==> config.mk <==
export PLATFORM = sky130hd
export DESIGN_NAME = pgm_loader
export DESIGN_NICKNAME = d
export VERILOG_FILES = /design/src/rtl/pgm_loader_pkg.sv /design/src/rtl/pgm_sync.sv /design/src/rtl/pgm_loader.sv
export SDC_FILE = /design/constraint.sdc
export NUM_CORES = 1
export LEC_CHECK = 0
export ABC_CLOCK_PERIOD_IN_PS = 2100
export BUFFER_PORTS_ARGS = -buffer_cell sky130_fd_sc_hd__buf_2
export CORE_MARGIN = 5
export CORE_UTILIZATION = 30
export DETAILED_ROUTE_END_ITERATION = 10
export SYNTH_ARGS = -nofsm -noshare
export SYNTH_HDL_FRONTEND = slang
export SYNTH_HIERARCHICAL = 1
export SYNTH_SLANG_ARGS = --single-unit
==> constraint.sdc <==
create_clock -name clk -period 2.1 [get_ports clk]
set_input_delay 0.105 -clock clk [delete_from_list [all_inputs] [get_ports clk]]
set_output_delay 0.105 -clock clk [all_outputs]
set_load 0.1 [all_outputs]
==> src/rtl/pgm_loader_pkg.sv <==
// Shared constants for the PIC16C55 serial programming loader: widths, command codes, FSM states.
package pgm_loader_pkg;

    localparam int PC_WIDTH       = 9;
    localparam int INST_WIDTH     = 12;
    localparam int PGM_CMD_BITS   = 6;
    localparam int PGM_FRAME_BITS = 16;
    localparam int PGM_STATE_BITS = 3;

    localparam logic [PGM_CMD_BITS-1:0] PGM_CMD_LOAD = 6'h02;
    localparam logic [PGM_CMD_BITS-1:0] PGM_CMD_READ = 6'h04;
    localparam logic [PGM_CMD_BITS-1:0] PGM_CMD_INC  = 6'h06;
    localparam logic [PGM_CMD_BITS-1:0] PGM_CMD_PROG = 6'h08;

    typedef enum logic [PGM_STATE_BITS-1:0] {
        ST_IDLE     = 3'd0,
        ST_CMD      = 3'd1,
        ST_DATA_IN  = 3'd2,
        ST_WRITE    = 3'd3,
        ST_DATA_OUT = 3'd4
    } pgm_state_e;

endpackage

==> src/rtl/pgm_sync.sv <==
// Multi-flop synchronizer for one asynchronous input with registered rising/falling edge pulses.
module pgm_sync #(
    parameter int STAGES = 2
) (
    input  logic clk,
    input  logic rst_n,
    input  logic async_i,
    output logic level_o,
    output logic rise_o,
    output logic fall_o
);

    logic [STAGES-1:0] sync_q;
    logic              prev_q;
    logic              rise_q;
    logic              fall_q;

    always_ff @(posedge clk or negedge rst_n) begin
        if (!rst_n) begin
            sync_q <= '0;
            prev_q <= 1'b0;
            rise_q <= 1'b0;
            fall_q <= 1'b0;
        end else begin
            sync_q[0] <= async_i;
            for (int i = 1; i < STAGES; i++) begin
                sync_q[i] <= sync_q[i-1];
            end
            prev_q <= sync_q[STAGES-1];
            rise_q <= sync_q[STAGES-1] & ~prev_q;
            fall_q <= ~sync_q[STAGES-1] & prev_q;
        end
    end

    assign level_o = sync_q[STAGES-1];
    assign rise_o  = rise_q;
    assign fall_o  = fall_q;

endmodule

==> src/rtl/pgm_loader.sv <==
// Serial in-circuit programming loader: 6-bit commands / 16-bit data frames, LSB first.
// Optional readback over pgmDataOut is enabled by defining LOADER_READBACK_EN.
module pgm_loader
    import pgm_loader_pkg::*;
#(
    parameter int ADDR_WIDTH  = PC_WIDTH,
    parameter int DATA_WIDTH  = INST_WIDTH,
    parameter int SYNC_STAGES = 2
) (
    input  logic                  clk,
    input  logic                  rst_n,
    input  logic                  pgmModeIn,
    input  logic                  pgmClkIn,
    input  logic                  pgmDataIn,
    input  logic [DATA_WIDTH-1:0] memDataIn,
    output logic [ADDR_WIDTH-1:0] memAddrOut,
    output logic [DATA_WIDTH-1:0] memDataOut,
    output logic                  memWeOut,
    output logic                  coreRstNOut,
    output logic                  busyOut,
    output logic                  pgmDataOut,
    output logic                  pgmDataOE
);

    localparam logic [4:0] CMD_LAST   = 5'(PGM_CMD_BITS - 1);
    localparam logic [4:0] FRAME_LAST = 5'(PGM_FRAME_BITS - 1);
    localparam logic [4:0] FRAME_DONE = 5'(PGM_FRAME_BITS);

    // Index 0: mode, 1: serial clock, 2: serial data
    logic [2:0] async_in;
    logic [2:0] lvl;
    logic [2:0] rise;
    logic [2:0] fall;

    assign async_in = {pgmDataIn, pgmClkIn, pgmModeIn};

    generate
        for (genvar gi = 0; gi < 3; gi++) begin : g_sync
            pgm_sync #(.STAGES(SYNC_STAGES)) u_sync (
                .clk     (clk),
                .rst_n   (rst_n),
                .async_i (async_in[gi]),
                .level_o (lvl[gi]),
                .rise_o  (rise[gi]),
                .fall_o  (fall[gi])
            );
        end
    endgenerate

    logic mode_lvl;
    logic pgm_rise;
    logic pgm_data;
    assign mode_lvl = lvl[0];
    assign pgm_rise = rise[1];
    assign pgm_data = lvl[2];

    pgm_state_e                state_q, state_d;
    logic [4:0]                cnt_q, cnt_d;
    logic [PGM_FRAME_BITS-2:0] sh_q, sh_d;
    logic [ADDR_WIDTH-1:0]     addr_q, addr_d;
    logic [DATA_WIDTH-1:0]     data_q, data_d;

    // Frame as it stands once the bit sampled on this edge is included
    logic [PGM_FRAME_BITS-1:0] frame;
    logic [PGM_CMD_BITS-1:0]   cmd;
    assign frame = {pgm_data, sh_q};
    assign cmd   = frame[PGM_FRAME_BITS-1 -: PGM_CMD_BITS];

`ifdef LOADER_READBACK_EN
    logic [PGM_FRAME_BITS-1:0] out_sh_q, out_sh_d;
    logic                      dout_q, dout_d;
`endif

    always_comb begin
        state_d = state_q;
        cnt_d   = cnt_q;
        sh_d    = sh_q;
        addr_d  = addr_q;
        data_d  = data_q;
`ifdef LOADER_READBACK_EN
        out_sh_d = out_sh_q;
        dout_d   = dout_q;
`endif
        if (pgm_rise) begin
            sh_d = frame[PGM_FRAME_BITS-1:1];
        end

        case (state_q)
            ST_IDLE: begin
                cnt_d = '0;
                if (mode_lvl) begin
                    state_d = ST_CMD;
                    addr_d  = '0;
                end
            end
            ST_CMD: begin
                if (!mode_lvl) begin
                    state_d = ST_IDLE;
                    cnt_d   = '0;
                end else if (pgm_rise) begin
                    if (cnt_q == CMD_LAST) begin
                        cnt_d = '0;
                        case (cmd)
                            PGM_CMD_LOAD: state_d = ST_DATA_IN;
                            PGM_CMD_INC:  addr_d  = addr_q + ADDR_WIDTH'(1);
                            PGM_CMD_PROG: state_d = ST_WRITE;
`ifdef LOADER_READBACK_EN
                            PGM_CMD_READ: begin
                                state_d  = ST_DATA_OUT;
                                out_sh_d = {{(PGM_FRAME_BITS-DATA_WIDTH-1){1'b0}}, memDataIn, 1'b0};
                                dout_d   = 1'b0;
                            end
`else
                            PGM_CMD_READ: ;
`endif
                            default: ;
                        endcase
                    end else begin
                        cnt_d = cnt_q + 5'd1;
                    end
                end
            end
            ST_DATA_IN: begin
                if (!mode_lvl) begin
                    state_d = ST_IDLE;
                    cnt_d   = '0;
                end else if (pgm_rise) begin
                    if (cnt_q == FRAME_LAST) begin
                        cnt_d   = '0;
                        data_d  = frame[DATA_WIDTH:1];
                        state_d = ST_CMD;
                    end else begin
                        cnt_d = cnt_q + 5'd1;
                    end
                end
            end
            // The strobe always completes; a mode drop is honoured afterwards
            ST_WRITE: state_d = mode_lvl ? ST_CMD : ST_IDLE;
            ST_DATA_OUT: begin
`ifdef LOADER_READBACK_EN
                if (!mode_lvl) begin
                    state_d = ST_IDLE;
                    cnt_d   = '0;
                end else if (cnt_q == FRAME_DONE) begin
                    state_d = ST_CMD;
                    cnt_d   = '0;
                end else if (pgm_rise) begin
                    cnt_d    = cnt_q + 5'd1;
                    dout_d   = out_sh_q[0];
                    out_sh_d = out_sh_q >> 1;
                end
`else
                state_d = ST_IDLE;
`endif
            end
            default: state_d = ST_IDLE;
        endcase
    end

    always_ff @(posedge clk or negedge rst_n) begin
        if (!rst_n) begin
            state_q  <= ST_IDLE;
            cnt_q    <= '0;
            sh_q     <= '0;
            addr_q   <= '0;
            data_q   <= '1;
`ifdef LOADER_READBACK_EN
            out_sh_q <= '0;
            dout_q   <= 1'b0;
`endif
        end else begin
            state_q  <= state_d;
            cnt_q    <= cnt_d;
            sh_q     <= sh_d;
            addr_q   <= addr_d;
            data_q   <= data_d;
`ifdef LOADER_READBACK_EN
            out_sh_q <= out_sh_d;
            dout_q   <= dout_d;
`endif
        end
    end

    assign memAddrOut  = addr_q;
    assign memDataOut  = data_q;
    assign memWeOut    = (state_q == ST_WRITE);
    assign coreRstNOut = (state_q == ST_IDLE);
    assign busyOut     = (state_q == ST_DATA_IN) || (state_q == ST_WRITE) ||
                         (state_q == ST_DATA_OUT) || ((state_q == ST_CMD) && (cnt_q != '0));

`ifdef LOADER_READBACK_EN
    assign pgmDataOut = dout_q;
    assign pgmDataOE  = (state_q == ST_DATA_OUT);
    logic unused_sink;
    assign unused_sink = ^{rise[0], rise[2], fall, lvl[1], frame[0]};
`else
    assign pgmDataOut = 1'b0;
    assign pgmDataOE  = 1'b0;
    logic unused_sink;
    assign unused_sink = ^{rise[0], rise[2], fall, lvl[1], frame[0], memDataIn};
`endif

endmodule

==> flow_metrics.tcl, run 1 <==
set metrics [dict create \
    hpwlAfterDp_um 3130 \
    std_cell_rows 32 \
    grt_pass1_wl_um 7480 \
    antennaDiodeCount 0 \
    rsz0062_at_grt "true" \
    setup_viol 0 \
    htreeDepth 2 \
    vias 1586 \
    crit_arrival_ps 2340 \
    io_pins 43 \
    grt-ovfl-total 0 \
    die_y_um 98.3 \
    r2r_start "sh_q[14]" \
    critPathSlowestCell "or4b_4" \
    placed_area_um2 2660 \
    gp_congestion 0.795 \
    setup_ws_ps 17.8 \
    core_um2 7650 \
    firstDrtPassIters 4 \
    grt_max_degree 22 \
    clock_latency_ps 310 \
    cap_viol_max_count 0 \
    root_buffer "clkbuf_8" \
    multi_input_area_um2 1030 \
    clock_path_buffers 2 \
    peakVddDrop_mv 0.449 \
    fillerInstances 742 \
    max_freq_mhz 480 \
    fin_nets 265 \
    first_global_vias 1580 \
    die_area_um2 9660 \
    drive_gt1_frac 0.420 \
    syn_to_final_growth_pct 22.1 \
    register_area_um2 1270 \
    pre_cts_ws_ps -5.75 \
    synthCells 193 \
    yosys_warnings 6 \
    synth_area_per_cell_um2 12.1 \
    crit_path_max_incr_delay_ps 550 \
    initial_core_util 0.306 \
    path_class "reg2reg" \
    fin_worst_skew_ps 5.83 \
    p_total_mw 2.49 \
    fin_hold_ws_ps 204 \
    drtAntennaViolNets 0 \
    finish.utilization 0.373 \
    critical_path.top_delay_family "simple AND/OR/NAND/NOR gates" \
    tritoncts "built" \
    outcome "complete, no violations" \
    syn_area_um2 2340 \
    fin_crit_ps 2080 \
    drc 0 \
    fin_area_um2 2850 \
    drtIter0Drc 75 \
    die_w_um 98.3 \
    finalSetupTns_ps 0 \
    cp_cell_sequence "or4b_4 > or4_4 > or4b_1 > nand2_1" \
    drt_wl_total_um 4440 \
    crit_start "sh_q[14]" \
    hold_class "in2async" \
    drv_slew 0 \
    track_usage 0.0927 \
    instances_no_fill 340 \
    dp.cells 327 \
    period_share 0.992 \
    clk_pin_slew_worst_paths_ps 100 \
    crit_path_end_kind "flip-flop" \
    report.final.hold_viol_count 0 \
    wl_per_cell_um 13.1 \
    critPathRequiredTime_ps 2350 \
    io_buffers 28 \
    crit_fanout 3 \
    p_leak_nw 1.33 \
    powerDensity_nw_per_um2 873 \
    clock-sinks 50 \
    path_buf_inv 0 \
    cts_buffers 5 \
    antenna_found_initial 0 \
    viasPerCell 4.66 \
    cp-start-kind "flip-flop" \
]
## layout make-up
class,count,share of cell area
flip-flops and latches,50,0.444
clock inverters,2,0.00570
multi-input cells,124,0.361
repair buffers,45,0.101
well taps,102,0.0447
inverters,11,0.0145
clock buffers,6,0.0289
## where the power goes
part	total (mW)	switching [mW]	internal, mW
Sequential	1.21	0.111	1.10
Clock	0.612	0.340	0.272
Combinational	0.665	0.404	0.260
Total	2.49	0.856	1.63
## metal layers
layer	up-vias	track usage	wire, µm
li1	769	-	-
met5	-	0	0
met3	4	0.0336	194
met4	0	0.0210	19
met2	26	0.141	2030
met1	787	0.127	2190
## timing repair
action / in CTS / in global routing
resized for setup: 2 / 10
setup endpoints to repair: 4 / 8
hold buffers: 4 / 0
pin swaps: 0 / 4
setup buffers: 0 / 1
endpoints found under the hold margin: 15 / 0
## worst reg2reg max path: stages, from the launching register on
cell,delay [ps]
dfrtp_1,390
or4b_4,550
or4_4,550
or4b_1,470
nand2_1,70
## worst paths after layout
| check | slack (ps) | to | cells past startpoint |
|---|---|---|---|
| worst min-delay path | 200 | sh_q[6] | 2 |
| worst max register to register | 20 | memAddrOut[2] | 4 |
| max in group asynchronous | 1290 | memDataOut[2] | 3 |
| min in group clk | 360 | g_sync[1].u_sync/sync_q[1] | 0 |
| worst max-delay path | 20 | memAddrOut[2] | 4 |
| worst min register to register | 360 | g_sync[1].u_sync/sync_q[1] | 0 |
## placed cells by master, fill, tap and decap left out, types with 3 or more instances in the layout
master         count
a21oi_2            6
buf_2             27
buf_4             12
clkbuf_8           6
dfrtp_1           38
dfstp_2           12
dlygate4sd3_1      4
ha_1              10
inv_1             11
mux2_2            27
mux2i_1            7
nand2_1           12
nand2b_1           7
nand3_1            7
nand4_1            4
nor2_1             3
nor2b_1            5
o31ai_1            4
## state kept, by name, summed over array words and instances, names as in the netlist
register,count
g_sync.u_sync/prev_q,1
cnt_q,5
memAddrOut,9
g_sync.u_sync/rise_o,1
g_sync.u_sync/sync_q,6
state_q,2
memDataOut,12
sh_q,14
Note: power is estimated with default switching activity, not from simulation.
==> run 2, diff against run 1 <==
--- a/config.mk
+++ b/config.mk
@@ -12,5 +12,4 @@
 export DETAILED_ROUTE_END_ITERATION = 10
 export SYNTH_ARGS = -nofsm -noshare
 export SYNTH_HDL_FRONTEND = slang
-export SYNTH_HIERARCHICAL = 1
 export SYNTH_SLANG_ARGS = --single-unit
==> flow_metrics.tcl, run 2 <==
set metrics [dict create \
    vias 1691 \
    path_class "reg2reg" \
    synth-simple-area-share 0.126 \
    core_um2 7690 \
    synth_top_family_by_area "multiplexers" \
    setup_ws_ps -16.6 \
    ys_top_cells_by_count "38 x dfrtp_1, 27 x mux2_2, 14 x nand2_1" \
    crit_fanout 4 \
    synth_edf_count 0 \
    synth_async_sr_flop_share 1.00 \
    synth-xor-area-share 0.00374 \
    dp.cells 336 \
    use_met3 0.0307 \
    cts_buffers 5 \
    muxShareOfSynthArea 0.134 \
    setup_viol 1 \
    synth_compound_area_frac 0.0971 \
    std_cell_rows 32 \
    p_leak_nw 1.38 \
    drtIter0Drc 81 \
    fin_crit_ps 2120 \
    synthCells 197 \
    antenna_found_initial 0 \
    root_buffer "clkbuf_8" \
    most-common-layout-cells "35 x dfrtp_1, 28 x buf_2, 27 x mux2_2, 23 x buf_4, 14 x nand2_1" \
    ys.flop_type "dfrtp_1" \
    period_share 1.01 \
    hold_class "reg2reg" \
    outcome "finished, violations left" \
    yosys_warnings 0 \
    io_buffers 28 \
    grt_pass1_wl_um 7540 \
    cap_viol_max_count 0 \
    grt.busiest_layer "met2" \
    die_y_um 98.4 \
    clock-sinks 50 \
    cp-start-kind "flip-flop" \
    report.final.hold_viol_count 0 \
    critPathRequiredTime_ps 2340 \
    fin_nets 279 \
    synth_seq_cells 50 \
    clock_latency_ps 300 \
    antennaDiodeCount 0 \
    viasPerCell 4.78 \
    clk_pin_slew_worst_paths_ps 90 \
    synth-adder-area-share 0.0587 \
    p_total_mw 3.16 \
    powerDensity_nw_per_um2 1050 \
    drc 0 \
    yosysTopAreaCell "dfrtp_1" \
    drv_slew 0 \
    tightest_slew_ps 624 \
    crit_path_end_kind "flip-flop" \
    failed_checks "negative setup slack" \
    clock_path_buffers 2 \
    instances_no_fill 354 \
    synth.most_common_cell "dfrtp_1" \
    max_slew_margin 0.584 \
    syn_area_um2 2340 \
    synth_cell_types 43 \
    drive_gt1_frac 0.476 \
    fillerInstances 757 \
    ys_seq_area_frac 0.540 \
    grt.met2_usage 0.154 \
    largest_reg_flops 14 \
    hpwlAfterDp_um 3200 \
    tritoncts "built" \
    drt_wl_total_um 4480 \
    wl_per_cell_um 12.6 \
    peakVddDrop_mv 0.436 \
    synth_area_per_cell_um2 11.9 \
    drtAntennaViolNets 0 \
    yosys-top-cells-area "dfrtp_1 41%, dfstp_2 13%, mux2_2 13%, ha_1 5.9%, nand2_1 2.2%" \
    synth_top_area_frac 0.406 \
    die_area_um2 9680 \
    initial_core_util 0.305 \
    first_global_vias 1688 \
    grt_max_degree 51 \
    gp_congestion 0.809 \
    firstDrtPassIters 4 \
    grt-ovfl-total 0 \
    fin_worst_skew_ps 9.80 \
    die_w_um 98.4 \
    max_freq_mhz 472 \
    regMostFlops "sh_q" \
    layout_commonest_cell "dfrtp_1" \
    track_usage 0.0942 \
    syn_to_final_growth_pct 28.8 \
    io_pins 43 \
    rsz0062_at_grt "true" \
    grtUsageMet1 0.114 \
    htreeDepth 2 \
    crit_arrival_ps 2350 \
]
run 2: cell type report:
class	instances	area [µm²]	share of cell area
Timing Repair Buffer	56	364	0.121
Multi-Input combinational cell	127	1100	0.363
Inverter	11	41.3	0.0137
Clock buffer	6	82.6	0.0273
Clock inverter	2	38.8	0.0128
Sequential cell	50	1270	0.420
Tap cell	102	128	0.0423
run 2: layer usage:
layer  vias up  part of all wire
li1        816                 -
met1       833              0.44
met2        35              0.49
met3         7             0.050
met4         0             0.016
met5         -                 0
run 2: through the flow:
| stage | util | area [µm²] | worst slack (ps) | hold WS (ps) | TNS [ps] |
|---|---|---|---|---|---|
| 2_1_floorplan | - | 2370 | -106 | -191 | -150 |
| 3_3_place_gp | 0.354 | 2720 | -0.998 | 214 | -0.998 |
| 3_5_place_dp | 0.354 | 2720 | -24.9 | 214 | -24.9 |
| 4_1_cts | 0.377 | 2900 | -49.9 | 357 | -143 |
| 5_1_grt | 0.393 | 3020 | -59.3 | 377 | -171 |
| 6_report | 0.393 | 3020 | -16.6 | 354 | -16.6 |
run 2: final timing paths:
path | endpoint | cells past startpoint | from | slack (ps)
setup / recovery | memAddrOut[7] | 5 | g_sync[2].u_sync.sync_q[1] | -20
hold / removal | g_sync[0].u_sync.sync_q[1] | 0 | g_sync[0].u_sync.sync_q[0] | 350
setup reg to reg | memAddrOut[7] | 5 | g_sync[2].u_sync.sync_q[1] | -20
hold reg to reg | g_sync[0].u_sync.sync_q[1] | 0 | g_sync[0].u_sync.sync_q[0] | 350
min in group asynchronous | g_sync[0].u_sync.sync_q[0] | 3 | rst_n | 440
max in group asynchronous | memAddrOut[1] | 3 | rst_n | 1200
run 2: worst max-delay path, stage by stage (launching register included):
cell	delay, ps
dfrtp_1	390
or3_4	390
or4_4	580
buf_6	150
or4_4	410
a21oi_2	140
run 2: what timing repair did:
action	4_1_cts	5_1_grt
resized for setup	0	18
hold buffers	4	0
hold endpoints to repair	41	0
buffers inserted	2	4
endpoints found under the setup margin	1	7
pin swaps	1	4
run 2: kinds of logic (layout without fill, tap and decap cells):
kind of cell	Yosys count	in the layout
buffers and inverters	21	75
muxes	28	28
DFF	50	50
xor gates and xnor gates	1	1
and+or+nand+nor	52	52
other	1	2
adders and majority gates	11	11
AOI/OAI and AO/OA	33	33
run 2: power breakdown:
group	leakage [nW]	internal, mW	switching [mW]
sequential	0.606	1.12	0.121
combinational	0.708	0.467	0.753
clock	0.0618	0.392	0.316
